### src/rtl/register_file.sv
// register_file: 32 x 32-bit RV32I integer register file.
// Two combinational read ports with write-through bypass, one synchronous
// write port, x0 hardwired to zero, asynchronous active-low clear.
module register_file #(
  parameter int DATA_WIDTH = 32,
  parameter int ADDR_WIDTH = 5
) (
  input  logic                  clk,
  input  logic                  reset,
  input  logic                  reg_write,
  input  logic [ADDR_WIDTH-1:0] rs1,
  input  logic [ADDR_WIDTH-1:0] rs2,
  input  logic [ADDR_WIDTH-1:0] rd,
  input  logic [DATA_WIDTH-1:0] write_data,
  output logic [DATA_WIDTH-1:0] read_data1,
  output logic [DATA_WIDTH-1:0] read_data2
);

  localparam int DEPTH = 1 << ADDR_WIDTH;

  logic [DATA_WIDTH-1:0] regs_q [DEPTH];
  logic [DATA_WIDTH-1:0] regs_d [DEPTH];

  // A write is only effective when enabled and not targeting x0.
  logic wr_hit;
  assign wr_hit = reg_write && (rd != '0);

  // Next-state for the array: copy current contents, apply the single write,
  // and keep x0 pinned at zero so it can never hold a non-zero value.
  always_comb begin
    regs_d = regs_q;
    if (wr_hit) begin
      regs_d[rd] = write_data;
    end
    regs_d[0] = '0;
  end

  // Register storage; reset clears every entry without waiting for a clock.
  always_ff @(posedge clk or negedge reset) begin
    if (!reset) begin
      for (int i = 0; i < DEPTH; i++) begin
        regs_q[i] <= '0;
      end
    end else begin
      regs_q <= regs_d;
    end
  end

  // Read port 1: zero for x0 or while in reset, bypass a pending write,
  // otherwise the stored value.
  always_comb begin
    read_data1 = '0;
    if (reset && (rs1 != '0)) begin
      if (wr_hit && (rd == rs1)) begin
        read_data1 = write_data;
      end else begin
        read_data1 = regs_q[rs1];
      end
    end
  end

  // Read port 2: same behaviour as port 1, independently indexed.
  always_comb begin
    read_data2 = '0;
    if (reset && (rs2 != '0)) begin
      if (wr_hit && (rd == rs2)) begin
        read_data2 = write_data;
      end else begin
        read_data2 = regs_q[rs2];
      end
    end
  end

endmodule

### config.mk
export PLATFORM = sky130hd
export DESIGN_NAME = register_file
export DESIGN_NICKNAME = d
export VERILOG_FILES = /design/src/rtl/register_file.sv
export SDC_FILE = /design/constraint.sdc
export NUM_CORES = 2
export LEC_CHECK = 0
export BUFFER_PORTS_ARGS = -buffer_cell sky130_fd_sc_hd__buf_4
export CAP_MARGIN = 20
export CORE_MARGIN = 3
export CORE_UTILIZATION = 50
export CTS_BUF_LIST = sky130_fd_sc_hd__clkbuf_16
export CTS_CLUSTER_SIZE = 40
export DETAILED_ROUTE_END_ITERATION = 10
export MAX_ROUTING_LAYER = met4
export PLACE_DENSITY = 0.68
export SLEW_MARGIN = 20
export SYNTH_ARGS = -nofsm -noshare
export SYNTH_HDL_FRONTEND = slang
export SYNTH_SLANG_ARGS = --single-unit
### constraint.sdc
create_clock -name clk -period 1.7 [get_ports clk]
set_input_delay 0.17 -clock clk [delete_from_list [all_inputs] [get_ports clk]]
set_output_delay 0.17 -clock clk [all_outputs]
set_load 0.02 [all_outputs]
Word-level counts from Yosys, hierarchy flattened
Index checks and enable logic that the tools add are counted.
{"block": "op_classes", "add_sub_neg": 0, "shifts": 0, "eq_ne": 2, "reduce_logical": 9, "order_cmp": 4, "n_mux": 13, "n_bitwise": 3, "multipliers": 0, "div": 0}
{"op": "$bwmux W1024", "n": 1}
{"op": "$bmux W32 S5", "n": 2}
{"op": "$mux W32", "n": 9}
{"op": "$demux W32 S5", "n": 1}
{"op": "$ge A6 B6 Y1 const B", "n": 3}
{"op": "$not A5 Y6", "n": 3}
{"op": "$reduce_bool A5 Y1", "n": 3}
{"op": "$eq A5 B5 Y1", "n": 2}
{"op": "$logic_and A1 B1 Y1", "n": 6}
{"op": "$lt A6 B1 Y1 const B", "n": 1}
{"block": "totals", "ram_bits": 0, "in_bits": 50, "latch_bits": 0, "mem_count": 0, "word_cells": 62, "register_bits": 992, "mem_bits_ro": 0}

Longest topological paths before layout
{"block": "logic_depth", "ltp_word": 6, "ltp_mapped": 9}

Worst setup path after synthesis
OpenSTA, ideal clock, no wires.
{"block": "synth_timing", "path_type": "in2out", "startpoint": "in rd[2]", "endpoint": "out read_data2[17]", "path_stages": 5, "t_required_ns": 1.530, "arrival_ns": 2.005, "path_slack_ns": -0.475, "cell_sequence": "or3_4 o311ai_4 o21bai_2 clkbuf_1 o41ai_1"}
{"block": "synth_between", "elab_chain_len": 5}
{"item": "start: declaration", "line_no": "13", "text": "input logic [ADDR_WIDTH-1:0] rd,"}
{"item": "$reduce_bool A5 Y1", "line_no": "26", "text": "assign wr_hit = reg_write && (rd != '0);"}
{"item": "$logic_and A1 B1 Y1", "line_no": "26"}
{"item": "$logic_and A1 B1 Y1 *", "line_no": "66", "text": "if (wr_hit && (rd == rs2)) begin"}
{"item": "$mux W32 *", "line_no": "66"}
{"item": "$mux W32 *", "line_no": "65", "text": "if (reset && (rs2 != '0)) begin"}
{"item": "end: declaration", "line_no": "16", "text": "output logic [DATA_WIDTH-1:0] read_data2"}
Every way passes the cells marked *; elsewhere a longest branch is shown, timed or not.

Worst setup path after layout
{"block": "layout_timing", "startpoint": "reg regs_q[175] (netlist bit)", "endpoint": "out read_data1[15]"}
{"block": "layout_between", "elab_chain_len": 5}
{"item": "start: declaration", "line_no": "21", "text": "logic [DATA_WIDTH-1:0] regs_q [DEPTH];"}
{"item": "start signal: assignment", "line_no": "45", "text": "regs_q <= regs_d;"}
{"item": "$bmux W32 S5", "line_no": "57", "text": "read_data1 = regs_q[rs1];"}
{"item": "$mux W32 (implied by the code) (2 in series)", "line_no": "57"}
{"item": "$mux W32", "line_no": "54", "text": "if (wr_hit && (rd == rs1)) begin"}
{"item": "$mux W32", "line_no": "53", "text": "if (reset && (rs1 != '0)) begin"}
{"item": "end: declaration", "line_no": "15", "text": "output logic [DATA_WIDTH-1:0] read_data1,"}
Every way passes these cells. The select of a mux whose other input is x is not followed.

==> impl_results.md <==
* Outcome: finished with violations
* Failing checks: setup timing
* Initial antenna violation count at 5
* Share of flip-flops with an asynchronous set or reset at 100%
* Biggest regs: regs_q (992)
* Worst ir drop on vdd at 862 uV
* GPL Wtd Cong at ~0.9
* EDFF count, synth at 0
* DIE WIDTH at ~330 um
* Total GRT Usage at ~35%
* Post-Place Cell Area at around 0.063 sq mm
* Synthesized area per cell at 14.5 sq um
* Seq cells post-synth at ~1000
* Final Setup Violations at 64
* Area Overhead vs Synth at 25.4%
* Critical Path End Type: output pin
* Cells after Synth at between 3000 and 4000
* Drt wl/cell at roughly 33 um
* Setup WS pre-CTS at -0.837 ns
* Clock tree buffer depth at 3
* Synth Net Count at ~3800
* DR vias/cell at slightly below 7
* H-tree Lvls at 3
* Worst-path clk slew at ~0.060 ns
* Synth warn at 0
* IO Port Bufs at about 110
* Hold Slack at 0.0399 ns
* Placed insts at between 5000 and 6000
* WP data arrival at around 2.6 ns
* Grt ovf at 0
* Detailed Routing Iterations Pass 1 at 8
* Cell area after layout at between 0.06 and 0.07 sq mm
* Max FFs per register at between 900 and 1000
* Period minus WS final at 2.76 ns
* FF+latch area at around 0.025 sq mm
* Setup crit start kind: flip-flop
* Worst-Skew Late Latency at ~0.70 ns
* Multi-input gate area at between 0.02 and 0.03 sq mm
* First-pass GRT wire length at between 200 and 300 mm
* Largest net degree at the start of global routing at 160
* Clock root cell: clkbuf_16
* Post-route worst setup slack at -1.06 ns
* Core area at 0.107 sq mm
* Share of layout cells above drive strength 1 at 62.8%
* Die Y-Extent at between 300 and 400 um
* Final hold vios at 0
* Antenna viol nets, final at 0
* Largest Register: regs_q
* CTS tree: yes
* Type of the tightest min-delay check: input port to flip-flop
* Sequential share of the synthesized area at 45.9%
* Commonest non-fill, non-tap cell in the layout: mux2_2
* Max-slew headroom at between 30% and 40%
* I/O pins at between 100 and 150
* Initial core utilization at approximately half
* Netlist Area Pre-Place at approximately 0.054 sq mm
* Fillers at between 7000 and 8000
* Total wire length at 189 mm
* Final Non-Filler Cells at roughly 5800
* LEAKAGE at approximately 30 nW
* Commonest non-fill, non-tap cells in the layout: mux2_2 (1090), dfrtp_1 (992), buf_4 (627)
* PD cells at between 1000 and 1500 mW/mm^2
* Final Max Tran Viols at 0
* CTS Sinks at approximately 990
* Max-Cap Viols at 0
* Crit share post-route at 162%
* Critical path required time at 1.53 ns
* Slew @ Worst Pin at 1.03 ns
* Ys flop type: dfrtp_1
* Drt first-iter violations at 3655
* Dpl hpwl at between 100 and 150 mm
* Synth unique cells at 66
* # DRC at 0
* Fmax at around 0.36 GHz
* # nets final at 4366
* CP Max Fanout at 3
* Via count at 39100
* Cts bufs inserted at around 110
* Die area at between 0.1 and 0.15 sq mm
* Critical path class: flip-flop to output pin
* Rows at 120
* Vias in the first global route at roughly 40000
* RSZ-0062 raised after global routing: true
* Max Clock Skew at 0 ns
==> cell type report <==
cell class / count / area share (%)
inverter: 4 / 0.0258
tap: 1403 / 2.59
timing repair buffer: 894 / 13.3
clock inverter: 87 / 0.983
multi-input combinational: 2316 / 42.5
antenna: 4 / 0.0148
sequential: 992 / 36.6
clock buffer: 108 / 3.98
==> cell usage after synthesis (21+ instances only) <==
cell type,instances,area (sq um)
a211oi_1,36,270
a221oi_1,37,324
a22oi_1,55,413
buf_1,35,131
buf_2,118,591
buf_4,58,435
buf_6,21,236
clkbuf_1,173,649
dfrtp_1,992,24800
mux2_2,1118,12600
mux2i_1,132,1320
mux4_2,386,8690
nand2_1,98,368
nor2_1,23,86.3
nor3_1,36,180
o211ai_1,26,195
o21ai_0,31,155
o21ai_1,31,155
o221ai_1,39,342
o22ai_1,76,475
==> what timing repair did <==
item	4_1_cts	5_1_grt
hold endpoints to repair	952	0
hold buffers	35	0
pin swaps	121	58
endpoints found under the setup margin	64	292
gates cloned	0	1
setup buffers	25	7
resized for setup	226	72
==> routing by layer <==
layer	track usage (%)	up-vias	part of all wire, %
met4	16.3	0	5.8
li1	-	15700	-
met5	-	-	0
met2	53.4	1801	47
met1	45.2	20900	40
met3	5.81	586	7.6
==> power breakdown <==
part	switching (W)	internal, W
combinational	0.00750	0.0114
sequential	0.00334	0.0283
clock	0.0102	0.0127
total	0.0210	0.0524
==> critical path, cell delays in order, from the launching register on <==
cell	delay (ns)
dfrtp_1	0.41
mux4_2	0.48
mux4_2	0.49
a221o_1	0.35
buf_6	0.15
==> cell families after synthesis <==
| kind of cell | Yosys count | synth area share (%) |
|---|---|---|
| AO/OA/AOI/OAI | 424 | 5.84 |
| XOR/XNOR | 10 | 0.162 |
| buffers and inverters | 410 | 3.81 |
| flip-flops | 992 | 45.9 |
| multiplexers | 1655 | 42.2 |
| AND/OR/NAND/NOR | 227 | 2.11 |
==> stage by stage <==
step                utilization [%]  total power (W)  setup TNS [ns]
floorplan                         -           0.0423           -8.98
global placement               58.3           0.0486         -257.13
detailed placement             58.3           0.0493         -269.09
CTS                            62.9           0.0731          -55.74
global route                   63.3           0.0762          -57.85
finish                         63.3           0.0735          -53.91
==> worst paths after layout <==
kind,cells after the start,slack [ns],endpoint,start
setup / recovery,4,-1.06,read_data1[15],regs_q[175]
hold / removal,2,0.04,regs_q[705],write_data[1]
setup reg to reg,3,0.69,regs_q[768],regs_q[768]
hold reg to reg,1,0.52,regs_q[619],regs_q[619]
max in group asynchronous,5,0.09,regs_q[340],reset
min in group asynchronous,3,0.25,regs_q[489],reset
Power figures use the tool's default switching activity.
